## src/rtl/cpu_seq_ctrl.sv

```systemverilog
// rtl/cpu_seq_ctrl.sv - multi-cycle fetch/decode/execute control sequencer for the 8-bit CPU datapath
module cpu_seq_ctrl #(
  parameter int OP_W     = 4,
  parameter int ALUSEL_W = 3,
  parameter int ST_W     = 4
) (
  input  logic                clk,
  input  logic                rst,
  input  logic [OP_W-1:0]     ir_op,
  input  logic                zflag,
  input  logic                mem_ready,
  output logic                mem_read,
  output logic                mem_write,
  output logic                arload,
  output logic                arsel,
  output logic                pcinc,
  output logic                pcload,
  output logic                drload,
  output logic                irload,
  output logic                acload,
  output logic                zload,
  output logic [ALUSEL_W-1:0] alusel,
  output logic                halted,
  output logic [ST_W-1:0]     dbg_state
);

  typedef enum logic [ST_W-1:0] {
    S_INIT = ST_W'(0),
    S_F1   = ST_W'(1),
    S_F2   = ST_W'(2),
    S_F3   = ST_W'(3),
    S_DEC  = ST_W'(4),
    S_O1   = ST_W'(5),
    S_O2   = ST_W'(6),
    S_XLD  = ST_W'(7),
    S_XST  = ST_W'(8),
    S_XALU = ST_W'(9),
    S_XJMP = ST_W'(10),
    S_HALT = ST_W'(11)
  } state_t;

  localparam logic [OP_W-1:0] OP_NOP  = OP_W'(4'h0);
  localparam logic [OP_W-1:0] OP_LDAC = OP_W'(4'h1);
  localparam logic [OP_W-1:0] OP_STAC = OP_W'(4'h2);
  localparam logic [OP_W-1:0] OP_ADD  = OP_W'(4'h3);
  localparam logic [OP_W-1:0] OP_SUB  = OP_W'(4'h4);
  localparam logic [OP_W-1:0] OP_AND  = OP_W'(4'h5);
  localparam logic [OP_W-1:0] OP_OR   = OP_W'(4'h6);
  localparam logic [OP_W-1:0] OP_XOR  = OP_W'(4'h7);
  localparam logic [OP_W-1:0] OP_NOT  = OP_W'(4'h8);
  localparam logic [OP_W-1:0] OP_INC  = OP_W'(4'h9);
  localparam logic [OP_W-1:0] OP_JUMP = OP_W'(4'hA);
  localparam logic [OP_W-1:0] OP_JMPZ = OP_W'(4'hB);
  localparam logic [OP_W-1:0] OP_JPNZ = OP_W'(4'hC);
  localparam logic [OP_W-1:0] OP_NOPD = OP_W'(4'hD);
  localparam logic [OP_W-1:0] OP_NOPE = OP_W'(4'hE);
  localparam logic [OP_W-1:0] OP_HALT = OP_W'(4'hF);

  state_t state_q, state_d;
  logic   is_branch;
  logic   [ALUSEL_W-1:0] alu_fn;

  always_ff @(posedge clk or posedge rst) begin
    if (rst) begin
      state_q <= S_INIT;
    end else begin
      state_q <= state_d;
    end
  end

  assign is_branch = (ir_op == OP_JUMP) || (ir_op == OP_JMPZ) || (ir_op == OP_JPNZ);

  // LDAC reuses the ALU as a pass-through of DR into AC.
  always_comb begin
    alu_fn = ALUSEL_W'(0);
    case (ir_op)
      OP_LDAC: alu_fn = ALUSEL_W'(0);
      OP_ADD:  alu_fn = ALUSEL_W'(1);
      OP_SUB:  alu_fn = ALUSEL_W'(2);
      OP_AND:  alu_fn = ALUSEL_W'(3);
      OP_OR:   alu_fn = ALUSEL_W'(4);
      OP_XOR:  alu_fn = ALUSEL_W'(5);
      OP_NOT:  alu_fn = ALUSEL_W'(6);
      OP_INC:  alu_fn = ALUSEL_W'(7);
      default: alu_fn = ALUSEL_W'(0);
    endcase
  end

  always_comb begin
    state_d   = state_q;
    mem_read  = 1'b0;
    mem_write = 1'b0;
    arload    = 1'b0;
    arsel     = 1'b0;
    pcinc     = 1'b0;
    pcload    = 1'b0;
    drload    = 1'b0;
    irload    = 1'b0;
    acload    = 1'b0;
    zload     = 1'b0;
    alusel    = ALUSEL_W'(0);
    halted    = 1'b0;

    case (state_q)
      S_INIT: state_d = S_F1;
      S_F1: begin
        arload  = 1'b1;
        state_d = S_F2;
      end
      S_F2: begin
        mem_read = 1'b1;
        if (mem_ready) begin
          drload  = 1'b1;
          pcinc   = 1'b1;
          state_d = S_F3;
        end
      end
      S_F3: begin
        irload  = 1'b1;
        arload  = 1'b1;
        state_d = S_DEC;
      end
      S_DEC: begin
        case (ir_op)
          OP_NOP, OP_NOPD, OP_NOPE:              state_d = S_F1;
          OP_LDAC, OP_STAC, OP_ADD, OP_SUB,
          OP_AND, OP_OR, OP_XOR,
          OP_JUMP, OP_JMPZ, OP_JPNZ:             state_d = S_O1;
          OP_NOT, OP_INC:                        state_d = S_XALU;
          OP_HALT:                               state_d = S_HALT;
          default:                               state_d = S_F1;
        endcase
      end
      S_O1: begin
        // The operand byte is consumed even for branches, so PC always steps past it.
        mem_read = 1'b1;
        if (mem_ready) begin
          drload  = 1'b1;
          pcinc   = 1'b1;
          state_d = is_branch ? S_XJMP : S_O2;
        end
      end
      S_O2: begin
        arload  = 1'b1;
        arsel   = 1'b1;
        state_d = (ir_op == OP_STAC) ? S_XST : S_XLD;
      end
      S_XLD: begin
        mem_read = 1'b1;
        if (mem_ready) begin
          drload  = 1'b1;
          state_d = S_XALU;
        end
      end
      S_XST: begin
        mem_write = 1'b1;
        if (mem_ready) begin
          state_d = S_F1;
        end
      end
      S_XALU: begin
        acload  = 1'b1;
        zload   = 1'b1;
        alusel  = alu_fn;
        state_d = S_F1;
      end
      S_XJMP: begin
        pcload  = (ir_op == OP_JUMP) ||
                  ((ir_op == OP_JMPZ) && zflag) ||
                  ((ir_op == OP_JPNZ) && !zflag);
        state_d = S_F1;
      end
      S_HALT: begin
        halted  = 1'b1;
        state_d = S_HALT;
      end
      default: state_d = S_INIT;
    endcase
  end

  assign dbg_state = state_q;

endmodule

```

## config.mk

```make
export PLATFORM = sky130hd
export DESIGN_NAME = cpu_seq_ctrl
export DESIGN_NICKNAME = d
export VERILOG_FILES = /design/src/rtl/cpu_seq_ctrl.sv
export SDC_FILE = /design/constraint.sdc
export NUM_CORES = 1
export LEC_CHECK = 0
export CAP_MARGIN = 20
export CELL_PAD_IN_SITES_DETAIL_PLACEMENT = 1
export CELL_PAD_IN_SITES_GLOBAL_PLACEMENT = 2
export CORE_MARGIN = 2
export CORE_UTILIZATION = 22
export CTS_CLUSTER_SIZE = 25
export DETAILED_ROUTE_END_ITERATION = 10
export GPL_TIMING_DRIVEN = 0
export HOLD_SLACK_MARGIN = 0.12
export PLACE_DENSITY = 0.81
export RECOVER_POWER = 25
export SYNTH_ARGS = -nofsm -noshare
export SYNTH_HDL_FRONTEND = slang
export SYNTH_SLANG_ARGS = --single-unit
```

## constraint.sdc

```tcl
create_clock -name clk -period 1.9 [get_ports clk]
set_input_delay 0.475 -clock clk [delete_from_list [all_inputs] [get_ports clk]]
set_output_delay 0.475 -clock clk [all_outputs]
set_load 0.02 [all_outputs]
```

==> qor.csv <==
stage,metric,value,unit
status,outcome,"complete, but fails checks",
status,violations,"DRC, setup timing",
synth,yosys-top-cells-area,"dfrtp_1 (15%), nor2_1 (5.7%), a21oi_1 (5.3%)",
synth,yosysWarnings,0,
worst_setup_path,worstRegToRegCells,6,
sta,skew,0.2620,ps
final_layout,layout.nets,145,
die,dieWidth,58.85,µm
die,die_h,58.85,µm
sta,finalMaxSlewViolations,0,
global_route,grt_usage,13.39,%
placed_design,place.detailed.hpwl,1561,µm
sta,slew_headroom,76.15,%
sta,hold_viol_final,0,
worst_setup_path,arrival,1520,ps
detailed_routing,drtIter0Drc,7,
worst_setup_path,reg2reg_slack,290,ps
sta,rsz0062_at_grt,yes,
synth,syn_inst,90,
die,rows,19,
sta,period_needed,1998,ps
power,p_leak,0.5370,nW
synth,yosysTopAreaCell,dfrtp_1,
die,coreArea,2805,µm²
power,worst_ir_drop_vdd,0.0008186,V
power,swShare,47.45,%
placed_design,gp_congestion,0.7710,
power,seqPwrFrac,10.7,%
die,die-area,3463,µm²
cts,cts.sinks,4,
hold_path,min_path_type,in2async,
cts,clk_pin_slew,40,ps
detailed_routing,wl,2459,µm
detailed_routing,drtAntennaViolNets,0,
global_route,overflow,0,
placed_design,dp.cells,145,
cts,clk_latency,230,ps
synth,synthMostInstantiatedCell,nor2_1,
final_layout,largest_reg_flops,4,
detailed_routing,via_per_inst,5.018,
worst_setup_path,crit_required,1420,ps
synth,netlist_top_cells_count,"nor2_1 (10), a21oi_1 (7), inv_1 (6)",
cts,cts_tree,yes,
global_route,grt_first_pass_wirelength,3581,µm
sta,tightest_slew,354.0,ps
worst_setup_path,r2r_start,dbg_state[2],
final_layout,drive_above_1_share,51.85,%
final_layout,antenna_cells,0,
worst_setup_path,worst_setup_path_end_kind,output pin,
final_layout,area_growth,82.04,%
sta,setup-tns-final,-491.5,ps
power,power_frac_comb,83.1,%
final_layout,fill_cells,351,
power,internal-power,0.8687,mW
synth,synth_area,661.9,µm²
detailed_routing,num_vias,833,
run,cap_violations,0,
power,p_per_area,1372,nW/µm²
cts,cts-hold-fix-buffers,0,
sta,fin_crit_sh,105.1,%
global_route,grt_max_degree,11,
placed_design,port_buffers,24,
power,power.total,1.653,mW
worst_setup_path,cp_max_fo,10,
global_route,grt_pass1_vias,799,
synth,synth.net_count,98,
synth,synth_seq_cells,4,
cts,root_buffer,clkbuf_4,
die,ios,26,
synth,syn_area_per_cell,7.354,µm²
sta,setup_viol,7,
sta,holdWs,555.1,ps
worst_setup_path,timing.rr.end,dbg_state[3],
synth,post_synth_num_cell_types,41,
cts,cts_max_path_buffers,2,
die,initial_core_util,23.60,%
final_layout,instances_no_fill,166,
power,power_switching,0.7844,mW
synth,yosysSeqAreaShare,15.12,%
detailed_routing,wl_per_cell,14.81,µm
synth,synth_top_cell_area_share,15.12,%
synth,synth_ff_type,dfrtp_1,
cts,numCtsBuffers,3,
power,power_frac_clock,6.2,%
worst_setup_path,start_kind,register,
synth,async_flop_share,100.0,%
synth,synth_edf_count,0,
detailed_routing,drc,2,
sta,max_freq,500.6,MHz
worst_setup_path,crit_type,reg2out,
detailed_routing,first_pass_iters,7,
final_layout,utilization,42.95,%
cts,cts_max_level,1,
global_route,antenna_found_initial,0,
sta,fin_ws,-97.76,ps
-- area by class of cell --
cell class / instances / area [µm²] / area share (%)
multi-input combinational: 71 / 569.3 / 47.25
timing repair buffer: 42 / 357.8 / 29.70
sequential: 4 / 102.6 / 8.515
buffer: 9 / 91.34 / 7.580
tap: 31 / 38.79 / 3.219
clock buffer: 3 / 22.52 / 1.869
inverter: 6 / 22.52 / 1.869
-- stage by stage --
stage | worst slack, ps | cell area, µm²
floorplan | -41.52 | 695.7
global placement | -790.6 | 974.7
detailed placement | -781.8 | 974.7
CTS | -172.1 | 1077
global route | -154.6 | 1205
finish | -97.76 | 1205
-- worst max-delay path: stages, from the launching register on --
cell and delay [ps]:
dfrtp_2 420, buf_6 150, or3b_4 440, inv_2 90, buf_6 90, buf_6 100
-- cells by family (layout without fill, tap and decap cells) --
family,Yosys count,count (layout),share of synthesized area (%)
DFF,4,4,15.12
xor gates and xnor gates,2,2,2.647
and+or+nand+nor,41,41,39.51
AOI/OAI and AO/OA,28,28,29.11
buffers and inverters,15,60,13.61
-- per-layer routing --
| layer | global-route usage (%) | up-vias | part of all wire (%) |
|---|---|---|---|
| met5 | 0 | - | 0 |
| met4 | 5.844 | 0 | 0.77 |
| met3 | 1.978 | 2 | 2.8 |
| met2 | 22.06 | 19 | 50 |
| met1 | 17.27 | 395 | 46 |
| li1 | - | 417 | - |
-- placed cells by master (no fill, tap or decap), types with 2 or more instances in the layout --
cell type and count:
clkdlybuf4s50_1 3, inv_2 2, a21oi_2 4, nor3_2 2, nor3b_4 2, dlygate4sd2_1 2
nor2b_4 2, clkbuf_2 3, a31oi_1 2, nand2b_1 3, nand2b_4 2, nand2_1 5
o31a_1 2, o21ai_0 5, nor2_1 9, clkbuf_4 3, inv_1 4, dfrtp_1 2
buf_4 24, nand3b_1 3, a21oi_1 3, buf_6 15, dfrtp_2 2
-- how the worst max path moves through the flow --
stage                     slack, ps  depth (start not counted)   endpoint         start
after floorplan                 -40                          3  alusel[0]  dbg_state[1]
after detailed placement       -780                          6     pcload      ir_op[2]
after CTS                      -170                          4  alusel[1]  dbg_state[2]
after global routing           -150                          5      zload  dbg_state[2]
after global placement         -790                          6     pcload      ir_op[2]
final                          -100                          5      zload  dbg_state[1]
-- power groups by stage --
stage | combinational (mW) | sequential [mW] | clock [mW]
after global placement | 1.05 | 0.186 | 0
final | 1.37 | 0.176 | 0.103
after CTS | 1.13 | 0.167 | 0.111
after global routing | 1.48 | 0.180 | 0.120
after floorplan | 0.636 | 0.217 | 0
after detailed placement | 1.05 | 0.187 | 0
-- timing repair --
| item | in CTS | in global routing |
|---|---|---|
| buffers inserted | 10 | 8 |
| pin swaps | 4 | 6 |
| resized for setup | 76 | 35 |
| setup endpoints to repair | 14 | 14 |
| hold endpoints to repair | 0 | 0 |
No activity file was read; power rests on OpenSTA's default activity.
